--- src/rtl/dht11_poll_ctrl.sv ---
// -----------------------------------------------------------------------------
// dht11_poll_ctrl
//
// Sequencing controller for the DHT11 single-wire reader. Accepts host read
// requests or polls autonomously. Enforces the sensor's minimum inter-read
// gap, strobes the reader's start input, supervises done with a timeout,
// retries failed reads and latches validated humidity/temperature bytes.
//
// Build option:
//   DHT_POLL_RETRY_EN  defined     -> failed attempts are retried up to
//                                     MAX_RETRY extra times before fail.
//                      undefined   -> the first failed attempt pulses fail.
//
// Ports:
//   clk         system clock (same clock as the reader)
//   rst         synchronous active-high reset
//   req         host read request, single-cycle pulse
//   auto_en     level, keep reading back-to-back while high
//   sens_start  to reader start
//   sens_done   from reader done (level, several cycles wide)
//   sens_error  from reader error, sampled on the done rising edge
//   sens_data   from reader data, sampled on the done rising edge
//   busy        high whenever the controller is not idle
//   data_valid  one-cycle pulse when hum/temp are updated
//   fail        one-cycle pulse when all attempts are exhausted
//   hum, temp   integral humidity / temperature bytes of the last good read
//   err_cnt     failed attempts, saturating at 255
// -----------------------------------------------------------------------------
module dht11_poll_ctrl #(
  parameter int TICK_DIV   = 50000,
  parameter int MIN_GAP_MS = 2000,
  parameter int TIMEOUT_MS = 100,
  parameter int START_HOLD = 128,
  parameter int MAX_RETRY  = 3
) (
  input  logic        clk,
  input  logic        rst,
  input  logic        req,
  input  logic        auto_en,
  output logic        sens_start,
  input  logic        sens_done,
  input  logic        sens_error,
  input  logic [39:0] sens_data,
  output logic        busy,
  output logic        data_valid,
  output logic        fail,
  output logic [7:0]  hum,
  output logic [7:0]  temp,
  output logic [7:0]  err_cnt
);

  // The gap and the timeout never run at the same time, so one ms counter
  // serves both; it saturates at the larger of the two limits.
  localparam int MS_MAX = (MIN_GAP_MS > TIMEOUT_MS) ? MIN_GAP_MS : TIMEOUT_MS;
  localparam int PRE_W  = (TICK_DIV > 1) ? $clog2(TICK_DIV) : 1;
  localparam int MS_W   = $clog2(MS_MAX + 1);
  localparam int HOLD_W = (START_HOLD > 1) ? $clog2(START_HOLD) : 1;

  localparam logic [PRE_W-1:0]  PRE_LAST  = PRE_W'(TICK_DIV - 1);
  localparam logic [MS_W-1:0]   MS_TOP    = MS_W'(MS_MAX);
  localparam logic [MS_W-1:0]   GAP_MS    = MS_W'(MIN_GAP_MS);
  localparam logic [MS_W-1:0]   TO_MS     = MS_W'(TIMEOUT_MS);
  localparam logic [HOLD_W-1:0] HOLD_LAST = HOLD_W'(START_HOLD - 1);

  localparam logic [2:0] S_IDLE = 3'd0;
  localparam logic [2:0] S_GAP  = 3'd1;
  localparam logic [2:0] S_TRIG = 3'd2;
  localparam logic [2:0] S_WAIT = 3'd3;
  localparam logic [2:0] S_EVAL = 3'd4;

  if (TICK_DIV < 1 || START_HOLD < 1 || TIMEOUT_MS < 1 ||
      MIN_GAP_MS < 0 || MAX_RETRY < 0) begin : g_bad_params
    $error("dht11_poll_ctrl: illegal parameter value");
  end

  logic [2:0]        state;
  logic [2:0]        state_nxt;
  logic              tmr_clr;
  logic [PRE_W-1:0]  pre_cnt;
  logic [MS_W-1:0]   ms_cnt;
  logic [HOLD_W-1:0] hold_cnt;
  logic              done_q;
  logic              done_edge;
  logic [7:0]        cap_hum;
  logic [7:0]        cap_temp;
  logic              cap_err;
  logic              eval_timeout;
  logic              eval_err;
  logic              pending;
  logic              unused_data_bits;

`ifdef DHT_POLL_RETRY_EN
  localparam int RETRY_W = (MAX_RETRY > 0) ? $clog2(MAX_RETRY + 1) : 1;
  localparam logic [RETRY_W-1:0] RETRY_TOP = RETRY_W'(MAX_RETRY);
  logic [RETRY_W-1:0] retry_cnt;
  logic               retry_ok;
  assign retry_ok = (retry_cnt != RETRY_TOP);
`endif

  // Only the integral humidity and temperature bytes are kept.
  assign unused_data_bits = ^{sens_data[31:24], sens_data[15:0]};

  // A timeout is reported as an error exactly like a bad checksum.
  assign eval_err = eval_timeout | cap_err;

  // rst also gates the strobe so the reader sees it drop right away.
  assign sens_start = (state == S_TRIG) && !rst;
  assign busy       = (state != S_IDLE);

  // Next-state decode. tmr_clr marks the two points where the shared ms
  // timer restarts: entering TRIG (timeout) and leaving EVAL (gap).
  always_comb begin
    state_nxt = state;
    tmr_clr   = 1'b0;
    case (state)
      S_IDLE: if (req || pending || auto_en) state_nxt = S_GAP;
      S_GAP: begin
        if (ms_cnt >= GAP_MS) begin
          state_nxt = S_TRIG;
          tmr_clr   = 1'b1;
        end
      end
      S_TRIG: if (hold_cnt == HOLD_LAST) state_nxt = S_WAIT;
      S_WAIT: if (done_edge || (ms_cnt == TO_MS)) state_nxt = S_EVAL;
      S_EVAL: begin
        tmr_clr   = 1'b1;
        state_nxt = S_IDLE;
`ifdef DHT_POLL_RETRY_EN
        if (eval_err && retry_ok) state_nxt = S_GAP;
`endif
      end
      default: state_nxt = S_IDLE;
    endcase
  end

  always_ff @(posedge clk) begin
    if (rst) state <= S_IDLE;
    else     state <= state_nxt;
  end

  // Reset starts the timer from zero, so the first read still honours the gap.
  always_ff @(posedge clk) begin
    if (rst || tmr_clr) begin
      pre_cnt <= '0;
      ms_cnt  <= '0;
    end else if (pre_cnt == PRE_LAST) begin
      pre_cnt <= '0;
      if (ms_cnt != MS_TOP) ms_cnt <= ms_cnt + MS_W'(1);
    end else begin
      pre_cnt <= pre_cnt + PRE_W'(1);
    end
  end

  always_ff @(posedge clk) begin
    if (rst || state != S_TRIG) hold_cnt <= '0;
    else                        hold_cnt <= hold_cnt + HOLD_W'(1);
  end

  // Registered edge detect on done; the payload is captured on the raw edge
  // so it is already stable when WAIT acts on the registered edge.
  always_ff @(posedge clk) begin
    if (rst) begin
      done_q       <= 1'b0;
      done_edge    <= 1'b0;
      cap_hum      <= '0;
      cap_temp     <= '0;
      cap_err      <= 1'b0;
      eval_timeout <= 1'b0;
    end else begin
      done_q    <= sens_done;
      done_edge <= sens_done & ~done_q;
      if (sens_done && !done_q) begin
        cap_hum  <= sens_data[39:32];
        cap_temp <= sens_data[23:16];
        cap_err  <= sens_error;
      end
      if (state == S_WAIT && state_nxt == S_EVAL) eval_timeout <= ~done_edge;
    end
  end

  // One-deep request memory; the IDLE visit that consumes it also clears it.
  always_ff @(posedge clk) begin
    if (rst)                  pending <= 1'b0;
    else if (state == S_IDLE) pending <= 1'b0;
    else if (req)             pending <= 1'b1;
  end

  always_ff @(posedge clk) begin
    if (rst) begin
      data_valid <= 1'b0;
      fail       <= 1'b0;
      hum        <= '0;
      temp       <= '0;
      err_cnt    <= '0;
    end else begin
      data_valid <= 1'b0;
      fail       <= 1'b0;
      if (state == S_EVAL) begin
        if (!eval_err) begin
          hum        <= cap_hum;
          temp       <= cap_temp;
          data_valid <= 1'b1;
        end else begin
          if (err_cnt != 8'hFF) err_cnt <= err_cnt + 8'd1;
`ifdef DHT_POLL_RETRY_EN
          if (!retry_ok) fail <= 1'b1;
`else
          fail <= 1'b1;
`endif
        end
      end
    end
  end

`ifdef DHT_POLL_RETRY_EN
  always_ff @(posedge clk) begin
    if (rst) begin
      retry_cnt <= '0;
    end else if (state == S_EVAL) begin
      if (eval_err && retry_ok) retry_cnt <= retry_cnt + RETRY_W'(1);
      else                      retry_cnt <= '0;
    end
  end
`endif

endmodule

--- config.mk ---
export PLATFORM = sky130hd
export DESIGN_NAME = dht11_poll_ctrl
export DESIGN_NICKNAME = d
export VERILOG_FILES = /design/src/rtl/dht11_poll_ctrl.sv
export SDC_FILE = /design/constraint.sdc
export NUM_CORES = 1
export LEC_CHECK = 0
export CORE_MARGIN = 5
export CORE_UTILIZATION = 55
export CTS_CLUSTER_DIAMETER = 30
export DETAILED_ROUTE_END_ITERATION = 10
export PLACE_DENSITY = 0.86
export SYNTH_ARGS = -nofsm -noshare
export SYNTH_HDL_FRONTEND = slang
export SYNTH_SLANG_ARGS = --single-unit
--- constraint.sdc ---
create_clock -name clk -period 4.6 [get_ports clk]
set_clock_uncertainty 0.15 [all_clocks]
set_input_delay 1.38 -clock clk [delete_from_list [all_inputs] [get_ports clk]]
set_output_delay 1.38 -clock clk [all_outputs]
set_load 0.01 [all_outputs]
* After elaboration in Yosys (flattened, before gate mapping)
Cells that the tools add are included.
Cells by class: add/sub/neg operators 4, magnitude comparators 1, equality and inequality tests 11, multiplexer cells 9, bitwise operators 6, reduce and logical (&&, ||, !) cells 18
Operator list (number):
- adder 16 x 1 -> 16 bit (second input constant) | 1
- equality test 16 bit (second input constant) | 1
- 2-to-1 mux 3 bit | 4
- one-hot mux 3 bit (4 select lines) | 1
- adder 11 x 1 -> 11 bit (second input constant) | 1
- equality test 11 x 7 -> 1 bit (second input constant) | 1
- >= comparator 11 bit (second input constant) | 1
- inequality test 11 bit (second input constant) | 1
- adder 8 x 1 -> 8 bit (second input constant) | 1
- inequality test 8 bit (second input constant) | 1
- adder 7 x 1 -> 7 bit (second input constant) | 1
- equality test 7 bit (second input constant) | 1
- equality test 3 x 2 -> 1 bit (second input constant) | 2
- equality test 3 bit (second input constant) | 2
- OR reduction 2 bit | 3
- logical OR 1 bit | 5
- NOT 1 bit | 4
- AND reduction 2 bit | 2
- equality test 3 x 1 -> 1 bit (second input constant) | 1
- logical AND 1 bit | 3
- logical NOT 3 bit | 1
- 2-to-1 mux 1 bit | 3
- inequality test 3 x 2 -> 1 bit (second input constant) | 1
- AND reduction 3 bit | 1
- other kinds (5) | 6
Storage, ports and cells: register bits after elaboration 84, input bits 46, output and inout bits 28, word-level logic and storage cells 65

* Depth between registers and ports, before layout
Gate-level depths: netlist of the first run.
depth in word-level cells 6, depth in mapped cells 7, mapped depth without buffers 6

* Worst setup path after synthesis of the first run
No wires, ideal clock.
kind input -> output, start in rst, end out sens_start, data arrival time 2.061 ns, data required time 3.070 ns, setup slack 1.009 ns, stages 4, path buffers 1, cell sequence clkbuf_1 nor3_1 nand2_1 inv_1
Between the ends: longest elaborated chain between the ends 2
RTL lines:
- from (decl) | line 37 | input logic rst,
- logical NOT 1 bit | line 107 | assign sens_start = (state == S_TRIG) && !rst;
- logical AND 1 bit | line 107
- to (decl) | line 40 | output logic sens_start,
No other way between the ends.

* Worst setup path after layout of the first run
Same ends and word-level chain as after synthesis.

==> results of run 1 <==
==> layout make-up <==
type,count,share of cell area
clock buffers,9,0.0288
clock inverters,7,0.0183
inverters,11,0.00959
multi-input cells,304,0.411
flip-flops and latches,84,0.391
well taps,77,0.0224
repair buffers,52,0.119
==> worst register-to-register path, stage by stage, from the launching register on <==
cell and delay (ns):
sky130_fd_sc_hd__dfxtp_1 0.38, sky130_fd_sc_hd__ha_1 0.24, sky130_fd_sc_hd__and3_1 0.26, sky130_fd_sc_hd__nand4_1 0.40
sky130_fd_sc_hd__or4_4 0.63, sky130_fd_sc_hd__a21oi_2 0.13
==> metrics by stage <==
stage	power, mW	worst slack [ns]	hold WS, ns	utilization	area [um2]
after floorplan	0.803	1.01	0.256	-	3600
after global placement	0.832	0.304	0.267	0.646	4100
after detailed placement	0.834	0.315	0.292	0.646	4100
after CTS	1.37	0.307	0.300	0.678	4300
after global routing	1.40	0.173	0.310	0.678	4300
final	1.35	0.315	0.304	0.678	4300
==> logic make-up after synthesis <==
group,after synthesis
and+or+nand+nor,194
AOI/OAI and AO/OA,87
DFF,84
buffers and inverters,33
xor gates and xnor gates,16
adders and majority gates,5
muxes,2
==> cells in the final DEF (no fill, tap or decap), types with 9 or more instances in the layout <==
cell and instances:
sky130_fd_sc_hd__a21oi_1 52, sky130_fd_sc_hd__clkbuf_8 9, sky130_fd_sc_hd__clkdlybuf4s50_1 49, sky130_fd_sc_hd__dfxtp_1 84
sky130_fd_sc_hd__inv_1 11, sky130_fd_sc_hd__nand2_1 76, sky130_fd_sc_hd__nand3_1 19, sky130_fd_sc_hd__nand4_1 11
sky130_fd_sc_hd__nor2_1 27, sky130_fd_sc_hd__o31ai_1 10, sky130_fd_sc_hd__or4_1 11, sky130_fd_sc_hd__xnor2_1 9
==> power by group <==
group	total (mW)	switching [mW]	internal, mW
Sequential	0.751	0.0104	0.740
Combinational	0.0670	0.0336	0.0334
Clock	0.535	0.276	0.259
==> metal layers <==
metal	wire (um)	track usage
met3	401	0.0408
met5	0	0
met2	3780	0.319
met1	3370	0.235
met4	180	0.0966
==> state kept, by name, summed over array words and instances (netlist names) <==
signal        cells
data_valid        1
pre_cnt          16
cap_temp          8
pending           1
err_cnt           8
done_q            1
hold_cnt          7
done_edge         1
fail              1
eval_timeout      1
hum               8
cap_hum           8
state             3
ms_cnt           11
cap_err           1
temp              8
==> worst paths after layout <==
path	from	endpoint	slack, ns	cells past startpoint
worst max register to register	pre_cnt[0]	ms_cnt[5]	2.34	5
worst min-delay path	cap_temp[3]	temp[3]	0.30	2
worst max-delay path	rst	sens_start	0.32	5
worst min register to register	cap_temp[3]	temp[3]	0.30	2
==> impl_results.html, run 1 <==
<table>
<tr><th>Metric</th><th>Value</th></tr>
<tr><th colspan="2">Critical path</th></tr>
<tr><td>Most common cell on crit path</td><td>sky130_fd_sc_hd__clkdlybuf4s50_1</td></tr>
<tr><td>Highest cell delay on the worst timing path</td><td>0.52 ns</td></tr>
<tr><td>Category of cells accounting for the largest share of critical-path delay</td><td>buffers and inverters</td></tr>
<tr><td>Cell-by-cell listing of the critical path</td><td>clkdlybuf4s50_1 -&gt; nor3_1 -&gt; nand2_1 -&gt; inv_1 -&gt; clkdlybuf4s50_1</td></tr>
<tr><td>Sum of buffers and inverters on the critical path</td><td>3</td></tr>
<tr><td>CP Max Fanout</td><td>3</td></tr>
<tr><td>CP Capture Type</td><td>output port</td></tr>
<tr><td>CP Data Required Time</td><td>3.07 ns</td></tr>
<tr><td>Critical path type</td><td>in2out</td></tr>
<tr><td>Critical Path AT</td><td>2.75 ns</td></tr>
<tr><td>Slowest stage cell, crit path</td><td>sky130_fd_sc_hd__clkdlybuf4s50_1</td></tr>
<tr><td>Startpoint kind of the worst setup timing path</td><td>input port</td></tr>
<tr><th colspan="2">Route</th></tr>
<tr><td>Count of TritonRoute iterations in the first routing pass</td><td>4</td></tr>
<tr><td>Post-route DRC violation count</td><td>0</td></tr>
<tr><td>Mean number of vias per cell</td><td>5.76</td></tr>
<tr><td>Number of nets with antenna violations after routing</td><td>0</td></tr>
<tr><td>Number of vias after detailed routing</td><td>3131</td></tr>
<tr><td>Final WL</td><td>7740 um</td></tr>
<tr><td>Average routed wire per standard cell</td><td>14.2 um</td></tr>
<tr><td>Initial DRC count</td><td>217</td></tr>
<tr><th colspan="2">Synthesis</th></tr>
<tr><td>Post-synth cell types</td><td>52</td></tr>
<tr><td>Most common cell in the synthesized netlist</td><td>sky130_fd_sc_hd__dfxtp_1</td></tr>
<tr><td>Proportion of netlist area held by the largest area contributor</td><td>0.467</td></tr>
<tr><td>Top_reg_cell synth</td><td>sky130_fd_sc_hd__dfxtp_1</td></tr>
<tr><td>Post-synthesis xor/xnor area fraction</td><td>0.0390</td></tr>
<tr><td>Multiplexer area fraction after synthesis</td><td>0.00626</td></tr>
<tr><td>Post-Syn Instances</td><td>421</td></tr>
<tr><td>Area contributors post-synth</td><td>sky130_fd_sc_hd__dfxtp_1, sky130_fd_sc_hd__nand2_1, sky130_fd_sc_hd__a21oi_1</td></tr>
<tr><td>Yosys warning total</td><td>0</td></tr>
<tr><td>Sequential-to-total area share from yosys stat</td><td>0.467</td></tr>
<tr><td>Avg Inst Size Synth</td><td>8.54 um2</td></tr>
<tr><td>Area fraction in compound gates after synthesis</td><td>0.148</td></tr>
<tr><td>Dominant combinational cell family by area after synthesis</td><td>simple AND/OR/NAND/NOR gates</td></tr>
<tr><td>Post-synthesis simple-gate area fraction</td><td>0.281</td></tr>
<tr><td>Share of flip-flops with an asynchronous set or reset after synthesis</td><td>0</td></tr>
<tr><td>Seq cells post-synth</td><td>84</td></tr>
<tr><td>Combined area of all synthesized cells</td><td>0.00360 mm2</td></tr>
<tr><td>Yosys top cell by area</td><td>sky130_fd_sc_hd__dfxtp_1</td></tr>
<tr><td>Top cells by count, synth</td><td>sky130_fd_sc_hd__dfxtp_1, sky130_fd_sc_hd__nand2_1, sky130_fd_sc_hd__a21oi_1</td></tr>
<tr><td>Mapped Nets</td><td>472</td></tr>
<tr><td>Number of enable flip-flop cells after synthesis</td><td>0</td></tr>
<tr><td>Fraction of the mapped netlist area in adder cells</td><td>0.0174</td></tr>
<tr><th colspan="2">Worst hold path</th></tr>
<tr><td>Hold crit path type</td><td>reg2reg</td></tr>
<tr><th colspan="2">Clock tree</th></tr>
<tr><td>Number of buffers inserted by hold repair at cts</td><td>0</td></tr>
<tr><td>H-tree depth reported by CTS</td><td>3</td></tr>
<tr><td>Number of buffers on the longest clock path</td><td>2</td></tr>
<tr><td>Number of sinks driven by the clock tree</td><td>84</td></tr>
<tr><td>Number of buffers added by the clock tree synthesis step</td><td>9</td></tr>
<tr><td>Clk pin slew, worst setup/hold paths</td><td>0.09 ns</td></tr>
<tr><td>Root Buffer</td><td>sky130_fd_sc_hd__clkbuf_8</td></tr>
<tr><td>Clk Latency, worst-skew pair</td><td>0.36 ns</td></tr>
<tr><td>Clock tree from TritonCTS</td><td>done</td></tr>
<tr><td>CTS resizes</td><td>0</td></tr>
<tr><td>Count of buffers added by post-CTS timing repair for setup</td><td>0</td></tr>
<tr><th colspan="2">Global route</th></tr>
<tr><td>Wire length of the first global-routing pass</td><td>13300 um</td></tr>
<tr><td>Number of antenna violations at the first check in global routing</td><td>0</td></tr>
<tr><td>Via count of the first global-routing pass</td><td>3012</td></tr>
<tr><td>Pin count of the biggest net entering global routing</td><td>51</td></tr>
<tr><td>GRT Resource Usage Total</td><td>0.192</td></tr>
<tr><td>GRT Residual Overflow</td><td>0</td></tr>
<tr><th colspan="2">STA</th></tr>
<tr><td>Time the final worst path needs with I/O delays and setup</td><td>4.28 ns</td></tr>
<tr><td>Sum of negative setup slack</td><td>0 ns</td></tr>
<tr><td>Slew of the pin with the lowest slew margin</td><td>0.648 ns</td></tr>
<tr><td>Max-slew violation count</td><td>0</td></tr>
<tr><td>Final number of setup-violating endpoints</td><td>0</td></tr>
<tr><td>Setup repair after global routing missed its margin</td><td>no</td></tr>
<tr><td>Peak Freq</td><td>233 MHz</td></tr>
<tr><td>Fin crit share</td><td>0.931</td></tr>
<tr><td>Final number of hold-violating endpoints</td><td>0</td></tr>
<tr><td>Relative slew slack</td><td>0.568</td></tr>
<tr><th colspan="2">Final layout</th></tr>
<tr><td>Area delta synth-&gt;final</td><td>19.7%</td></tr>
<tr><td>Share of post-route cells with drive strength above 1</td><td>0.0707</td></tr>
<tr><td>Footprint of the multi-input gates</td><td>0.00177 mm2</td></tr>
<tr><td>Register cell area after layout</td><td>0.00168 mm2</td></tr>
<tr><td>Net total in the final layout</td><td>513</td></tr>
<tr><td>Non-filler cells in the finished layout</td><td>544</td></tr>
<tr><td>Number of fill cells</td><td>506</td></tr>
<tr><td>Antenna diode instance count</td><td>0</td></tr>
<tr><th colspan="2">Flow run</th></tr>
<tr><td>Max capacitance violation total</td><td>0</td></tr>
<tr><th colspan="2">Floorplanning</th></tr>
<tr><td>Top Ports</td><td>74</td></tr>
<tr><td>Die area</td><td>0.00826 mm2</td></tr>
<tr><td>Initial core utilization</td><td>0.567</td></tr>
<tr><td>Vertical die dimension</td><td>90.9 um</td></tr>
<tr><td>X dimension of the die</td><td>90.9 um</td></tr>
<tr><td>Area inside the core boundary</td><td>0.00635 mm2</td></tr>
<tr><td>Site Rows</td><td>29</td></tr>
<tr><th colspan="2">Place</th></tr>
<tr><td>Port buffer count</td><td>49</td></tr>
<tr><td>Final HPWL DP</td><td>5270 um</td></tr>
<tr><td>Placed cells</td><td>528</td></tr>
<tr><td>Routability Congestion</td><td>0.873</td></tr>
<tr><th colspan="2">Status</th></tr>
<tr><td>Run status</td><td>finished, final reports clean</td></tr>
<tr><th colspan="2">Pwr</th></tr>
<tr><td>Max rail drop VDD</td><td>230 uV</td></tr>
<tr><td>Static leakage</td><td>1.44 nW</td></tr>
<tr><td>Power per cell area</td><td>314 mW/mm2</td></tr>
</table>
No activity file was read; power rests on OpenSTA's default activity.
==> inputs of run 2 (changes only) <==
SKIP_CTS_REPAIR_TIMING = 1   (was unset)
==> results of run 2 <==
The final DEF is identical to that of run 1; final timing and power are the same.
